[config.mk]
export PLATFORM = sky130hd
export DESIGN_NAME = rr_mux4_arbiter
export DESIGN_NICKNAME = d
export VERILOG_FILES = /design/src/rtl/rr_mux4_arbiter_pkg.sv /design/src/rtl/rr_mux4_arbiter_mux4_w.sv /design/src/rtl/rr_mux4_arbiter.sv
export SDC_FILE = /design/constraint.sdc
export NUM_CORES = 1
export LEC_CHECK = 0
export CORE_AREA = 2 2 46 48
export DETAILED_ROUTE_END_ITERATION = 16
export DIE_AREA = 0 0 48 50
export HOLD_SLACK_MARGIN = 0.08
export PLACE_DENSITY = 0.75
export REMOVE_ABC_BUFFERS = 1
export SYNTH_ARGS = -nofsm -noshare
export SYNTH_HDL_FRONTEND = slang
export SYNTH_SLANG_ARGS = --single-unit
export TNS_END_PERCENT = 10
[constraint.sdc]
create_clock -name clk -period 4.1 [get_ports clk]
set_clock_uncertainty 0.05 [all_clocks]
set_input_delay 0.82 -clock clk [delete_from_list [all_inputs] [get_ports clk]]
set_output_delay 0.82 -clock clk [all_outputs]
set_load 0.03 [all_outputs]
[src/rtl/rr_mux4_arbiter_pkg.sv]
// ============================================================
// rr_mux4_arbiter_pkg : shared types/constants for the 4-way RR arbiter
// Rev 1.0
// ============================================================
`default_nettype none

package rr_mux4_arbiter_pkg;

  localparam int c_NUM_REQ = 4;
  localparam int c_SEL_W   = 2;

  typedef enum logic [0:0] {
    ST_IDLE = 1'b0,
    ST_BUSY = 1'b1
  } state_t;

  // First set bit of i_mask found scanning from i_ptr upward, wrapping mod 4.
  function automatic logic [c_SEL_W-1:0] rr_pick(
    input logic [c_NUM_REQ-1:0] i_mask,
    input logic [c_SEL_W-1:0]   i_ptr
  );
    logic [c_SEL_W-1:0] v_idx;
    logic [c_SEL_W-1:0] v_pick;
    v_pick = i_ptr;
    for (int i = c_NUM_REQ - 1; i >= 0; i--) begin
      v_idx = i_ptr + c_SEL_W'(i);
      if (i_mask[v_idx]) v_pick = v_idx;
    end
    return v_pick;
  endfunction

endpackage

`default_nettype wire

[src/rtl/rr_mux4_arbiter_mux4_w.sv]
// ============================================================
// mux4_w : W-bit 4-to-1 combinational multiplexer
// Rev 1.0
// ============================================================
`default_nettype none

module mux4_w
  import rr_mux4_arbiter_pkg::*;
#(
  parameter int W = 1
) (
  input  logic [W-1:0]       i_d0,
  input  logic [W-1:0]       i_d1,
  input  logic [W-1:0]       i_d2,
  input  logic [W-1:0]       i_d3,
  input  logic [c_SEL_W-1:0] i_sel,
  output logic [W-1:0]       o_y
);

  always_comb begin
    o_y = i_d0;
    case (i_sel)
      2'd0:    o_y = i_d0;
      2'd1:    o_y = i_d1;
      2'd2:    o_y = i_d2;
      default: o_y = i_d3;
    endcase
  end

endmodule

`default_nettype wire

[src/rtl/rr_mux4_arbiter.sv]
// ============================================================
// rr_mux4_arbiter : round-robin 4-requester arbiter with bounded hold
//                   and shared data channel mux
// Rev 1.0
// ============================================================
`default_nettype none

module rr_mux4_arbiter
  import rr_mux4_arbiter_pkg::*;
#(
  parameter int W        = 1,
  parameter int MAX_HOLD = 4
) (
  input  logic                 clk,
  input  logic                 rst_n,
  input  logic [c_NUM_REQ-1:0] req,
  input  logic [W-1:0]         din0,
  input  logic [W-1:0]         din1,
  input  logic [W-1:0]         din2,
  input  logic [W-1:0]         din3,
  output logic [c_NUM_REQ-1:0] grant,
  output logic                 s0,
  output logic                 s1,
  output logic [W-1:0]         out,
  output logic                 out_valid
);

  localparam logic [3:0] c_HOLD_MAX = 4'(MAX_HOLD - 1);

  state_t                 r_state,  w_state_nxt;
  logic [c_NUM_REQ-1:0]   r_grant,  w_grant_nxt;
  logic [c_SEL_W-1:0]     r_sel,    w_sel_nxt;
  logic [c_SEL_W-1:0]     r_ptr,    w_ptr_nxt;
  logic [3:0]             r_hold,   w_hold_nxt;

  logic [c_NUM_REQ-1:0]   w_others;
  logic [c_NUM_REQ-1:0]   w_mask;
  logic                   w_move;
  logic [c_SEL_W-1:0]     w_pick;
  logic [W-1:0]           w_mux_y;

  assign w_others = req & ~r_grant;
  assign w_pick   = rr_pick(w_mask, r_ptr);

  always_comb begin
    w_state_nxt = r_state;
    w_grant_nxt = r_grant;
    w_sel_nxt   = r_sel;
    w_ptr_nxt   = r_ptr;
    w_hold_nxt  = r_hold;
    w_mask      = '0;
    w_move      = 1'b0;

    case (r_state)
      ST_IDLE: begin
        if (|req) begin
          w_move = 1'b1;
          w_mask = req;
        end
      end
      default: begin
        if (req[r_sel]) begin
          if (r_hold < c_HOLD_MAX) begin
            w_hold_nxt = r_hold + 4'd1;
          end else if (|w_others) begin
            w_move = 1'b1;
            w_mask = w_others;
          end
          // Lone requester at the limit keeps the channel; counter saturates.
        end else if (|w_others) begin
          w_move = 1'b1;
          w_mask = w_others;
        end else begin
          w_state_nxt = ST_IDLE;
          w_grant_nxt = '0;
        end
      end
    endcase

    if (w_move) begin
      w_state_nxt = ST_BUSY;
      w_grant_nxt = c_NUM_REQ'(1) << w_pick;
      w_sel_nxt   = w_pick;
      w_ptr_nxt   = w_pick + 2'd1;
      w_hold_nxt  = '0;
    end
  end

  always_ff @(posedge clk or negedge rst_n) begin
    if (!rst_n) begin
      r_state <= ST_IDLE;
      r_grant <= '0;
      r_sel   <= '0;
      r_ptr   <= '0;
      r_hold  <= '0;
    end else begin
      r_state <= w_state_nxt;
      r_grant <= w_grant_nxt;
      r_sel   <= w_sel_nxt;
      r_ptr   <= w_ptr_nxt;
      r_hold  <= w_hold_nxt;
    end
  end

  mux4_w #(.W(W)) u_mux (
    .i_d0  (din0),
    .i_d1  (din1),
    .i_d2  (din2),
    .i_d3  (din3),
    .i_sel (r_sel),
    .o_y   (w_mux_y)
  );

  assign grant     = r_grant;
  assign s0        = r_sel[0];
  assign s1        = r_sel[1];
  assign out_valid = |r_grant;
  assign out       = out_valid ? w_mux_y : '0;

endmodule

`default_nettype wire

==> impl_metrics.json <==
{
  "synth-async-reset-ratio": 1.00,
  "drtPass1Iterations": 4,
  "hold_violations": 0,
  "r2r_setup_slack_ns": 1.60,
  "grt_max_degree": 14,
  "port_buffers": 17,
  "critical_path_arrival_ns": 2.41,
  "fin_crit_ns": 3.28,
  "fin_ws_ns": 0.818,
  "cts_inserted_buffers": 3,
  "wl_per_cell_um": 14.0,
  "syn-cell-area_um2": 807,
  "p_comb_frac": 0.612,
  "outcome": "finished clean",
  "drive_above_1_share": 0.0841,
  "power.leakage_nw": 0.447,
  "clkSlewWorstSetupHoldPaths_ns": 0.08,
  "r2r_cells": 8,
  "core_mm2": 0.00190,
  "synth-seq-cells": 13,
  "p_per_area_mw_per_mm2": 788,
  "switching_share": 0.470,
  "min_to": "r_hold[3]",
  "setup_violations": 0,
  "synth_ff_type": "dfrtp_1",
  "wl_mm": 1.87,
  "hp-start": "r_hold[3]",
  "netSwitchingPower_w": 0.000381,
  "relSlewSlack": 0.539,
  "seqPwrFrac": 0.284,
  "die_w_um": 48,
  "synth_edf_count": 0,
  "antenna_cells": 0,
  "clkSinkCount": 13,
  "hold_class": "reg -> reg",
  "rsz0062_at_grt": "no",
  "cts_htree_levels": 1,
  "cp_max_fo": 1,
  "drtIter0Drc": 20,
  "yosysUniqueCellTypes": 34,
  "fillers": 179,
  "dp_hpwl_mm": 1.43,
  "route.vias.total": 738,
  "holdPathStages": 1,
  "final_net_count": 119,
  "cts_tree": "done",
  "syn_to_final_growth_pct": 27.6,
  "antenna_found_initial": 0,
  "grt_pass1_wl_mm": 3.16,
  "io_pins": 18,
  "rows": 16,
  "clockRootBuffer": "clkbuf_4",
  "cap_violations": 0,
  "maxSlewViolCount": 0,
  "min_period_over_period": 0.801,
  "tightest_slew_ns": 0.687,
  "total_power_w": 0.000811,
  "final_cell_mix": "clkdlybuf4s50_1, dfrtp_1, o21ai_0, nand2_1, inv_1",
  "start_util": 0.424,
  "synth_cells": 87,
  "post_cts_buffers": 0,
  "gp_congestion": 0.838,
  "ir_drop_mv": 0.393,
  "internal_power_w": 0.000430,
  "tns_ns": 0,
  "viasPerCell": 5.51,
  "required_ns": 3.23,
  "crit_type": "in -> out",
  "gr-total-overflow": 0,
  "first_global_vias": 728,
  "fmax_mhz": 305,
  "dieArea_mm2": 0.00240,
  "drc": 0,
  "ys_seq_area_frac": 0.403,
  "cts_max_path_buffers": 2,
  "layout.cells.most_common": "clkdlybuf4s50_1",
  "ys_warn_count": 0,
  "avgSynthCellArea_um2": 9.28,
  "grt_usage": 0.189,
  "start_kind": "primary input",
  "r2r_end": "grant[1]",
  "reg2reg_from": "r_hold[0]",
  "dp_slack_ns": 0.814,
  "clock_latency_ns": 0.29,
  "cp-end-kind": "output port",
  "ctsHoldBuffers": 0,
  "final_antenna_net_count": 0,
  "clock_power_share": 0.104,
  "die_height_um": 50,
  "cts-resized-gates": 0
}
==> synth_stat cells, types with 2 or more instances <==
| master | n | area share |
|---|---|---|
| nor2_1 | 4 | 0.019 |
| a22o_1 | 3 | 0.033 |
| a22oi_1 | 3 | 0.028 |
| nand2_1 | 8 | 0.037 |
| dfrtp_1 | 13 | 0.40 |
| o21ai_1 | 2 | 0.012 |
| o211ai_1 | 3 | 0.028 |
| inv_1 | 5 | 0.023 |
| a21oi_1 | 4 | 0.025 |
| o21ai_0 | 8 | 0.050 |
| nand3_1 | 2 | 0.012 |
| a31oi_1 | 2 | 0.016 |
| mux4_2 | 2 | 0.056 |
| nor2b_1 | 4 | 0.031 |
| and2_1 | 4 | 0.031 |
| or4_1 | 2 | 0.019 |
==> power by group through the flow <==
stage | clock network, W | logic [W] | registers [W]
after floorplan | 0 | 0.000310 | 0.000263
after global placement | 0 | 0.000489 | 0.000229
after global routing | 0.0000919 | 0.000548 | 0.000238
after detailed placement | 0 | 0.000498 | 0.000232
after CTS | 0.0000853 | 0.000501 | 0.000230
final | 0.0000843 | 0.000496 | 0.000230
==> critical path: stages <==
cell and delay, ns:
clkdlybuf4s50_1 0.39, mux4_2 0.45, and2_1 0.17, clkdlybuf4s50_1 0.58
==> state kept, by name, summed over array words and instances, names as in the netlist <==
name	cells
grant	4
r_hold	4
r_ptr	2
r_sel	2
r_state	1
==> metrics by stage <==
stage / instance area, um^2 / hold WS [ns] / instances / utilization
6_report: 1030 / 0.445 / 134 / 0.541
5_1_grt: 1030 / 0.471 / 134 / 0.541
3_3_place_gp: 1000 / 0.424 / 130 / 0.528
3_5_place_dp: 1000 / 0.422 / 130 / 0.528
2_1_floorplan: 792 / 0.405 / 85 / -
4_1_cts: 1030 / 0.447 / 134 / 0.541
==> final cells by class <==
class,instances,area [um^2],area share
flip-flops and latches,13,325,0.316
inverters,5,18.8,0.0182
repair buffers,18,178,0.173
multi-input cells,67,448,0.435
well taps,27,33.8,0.0328
clock buffers,4,26.3,0.0255
==> how the worst max path moves through the flow <==
stage / startpoint / endpoint / cells after the start
after floorplan: req[3] / grant[1] / 7
after detailed placement: din3 / out / 4
after global routing: din3 / out / 4
final: din3 / out / 4
after CTS: din3 / out / 4
after global placement: din3 / out / 4
==> per-layer routing <==
metal  global-route usage  up-vias  routed length [um]
li1                     -      369                   -
met3               0.0440        5                  74
met1                0.252      350                 855
met4               0.0811        0                  38
met2                0.284       14                 907
met5                    0        -                   0
==> logic make-up after synthesis <==
family          synth area share
xor+xnor                  0.0109
flops                      0.403
mux                       0.0558
fa+ha+maj                 0.0155
simple gates               0.194
compound gates             0.279
buf+inv                   0.0419
No activity file was read; power rests on OpenSTA's default activity.
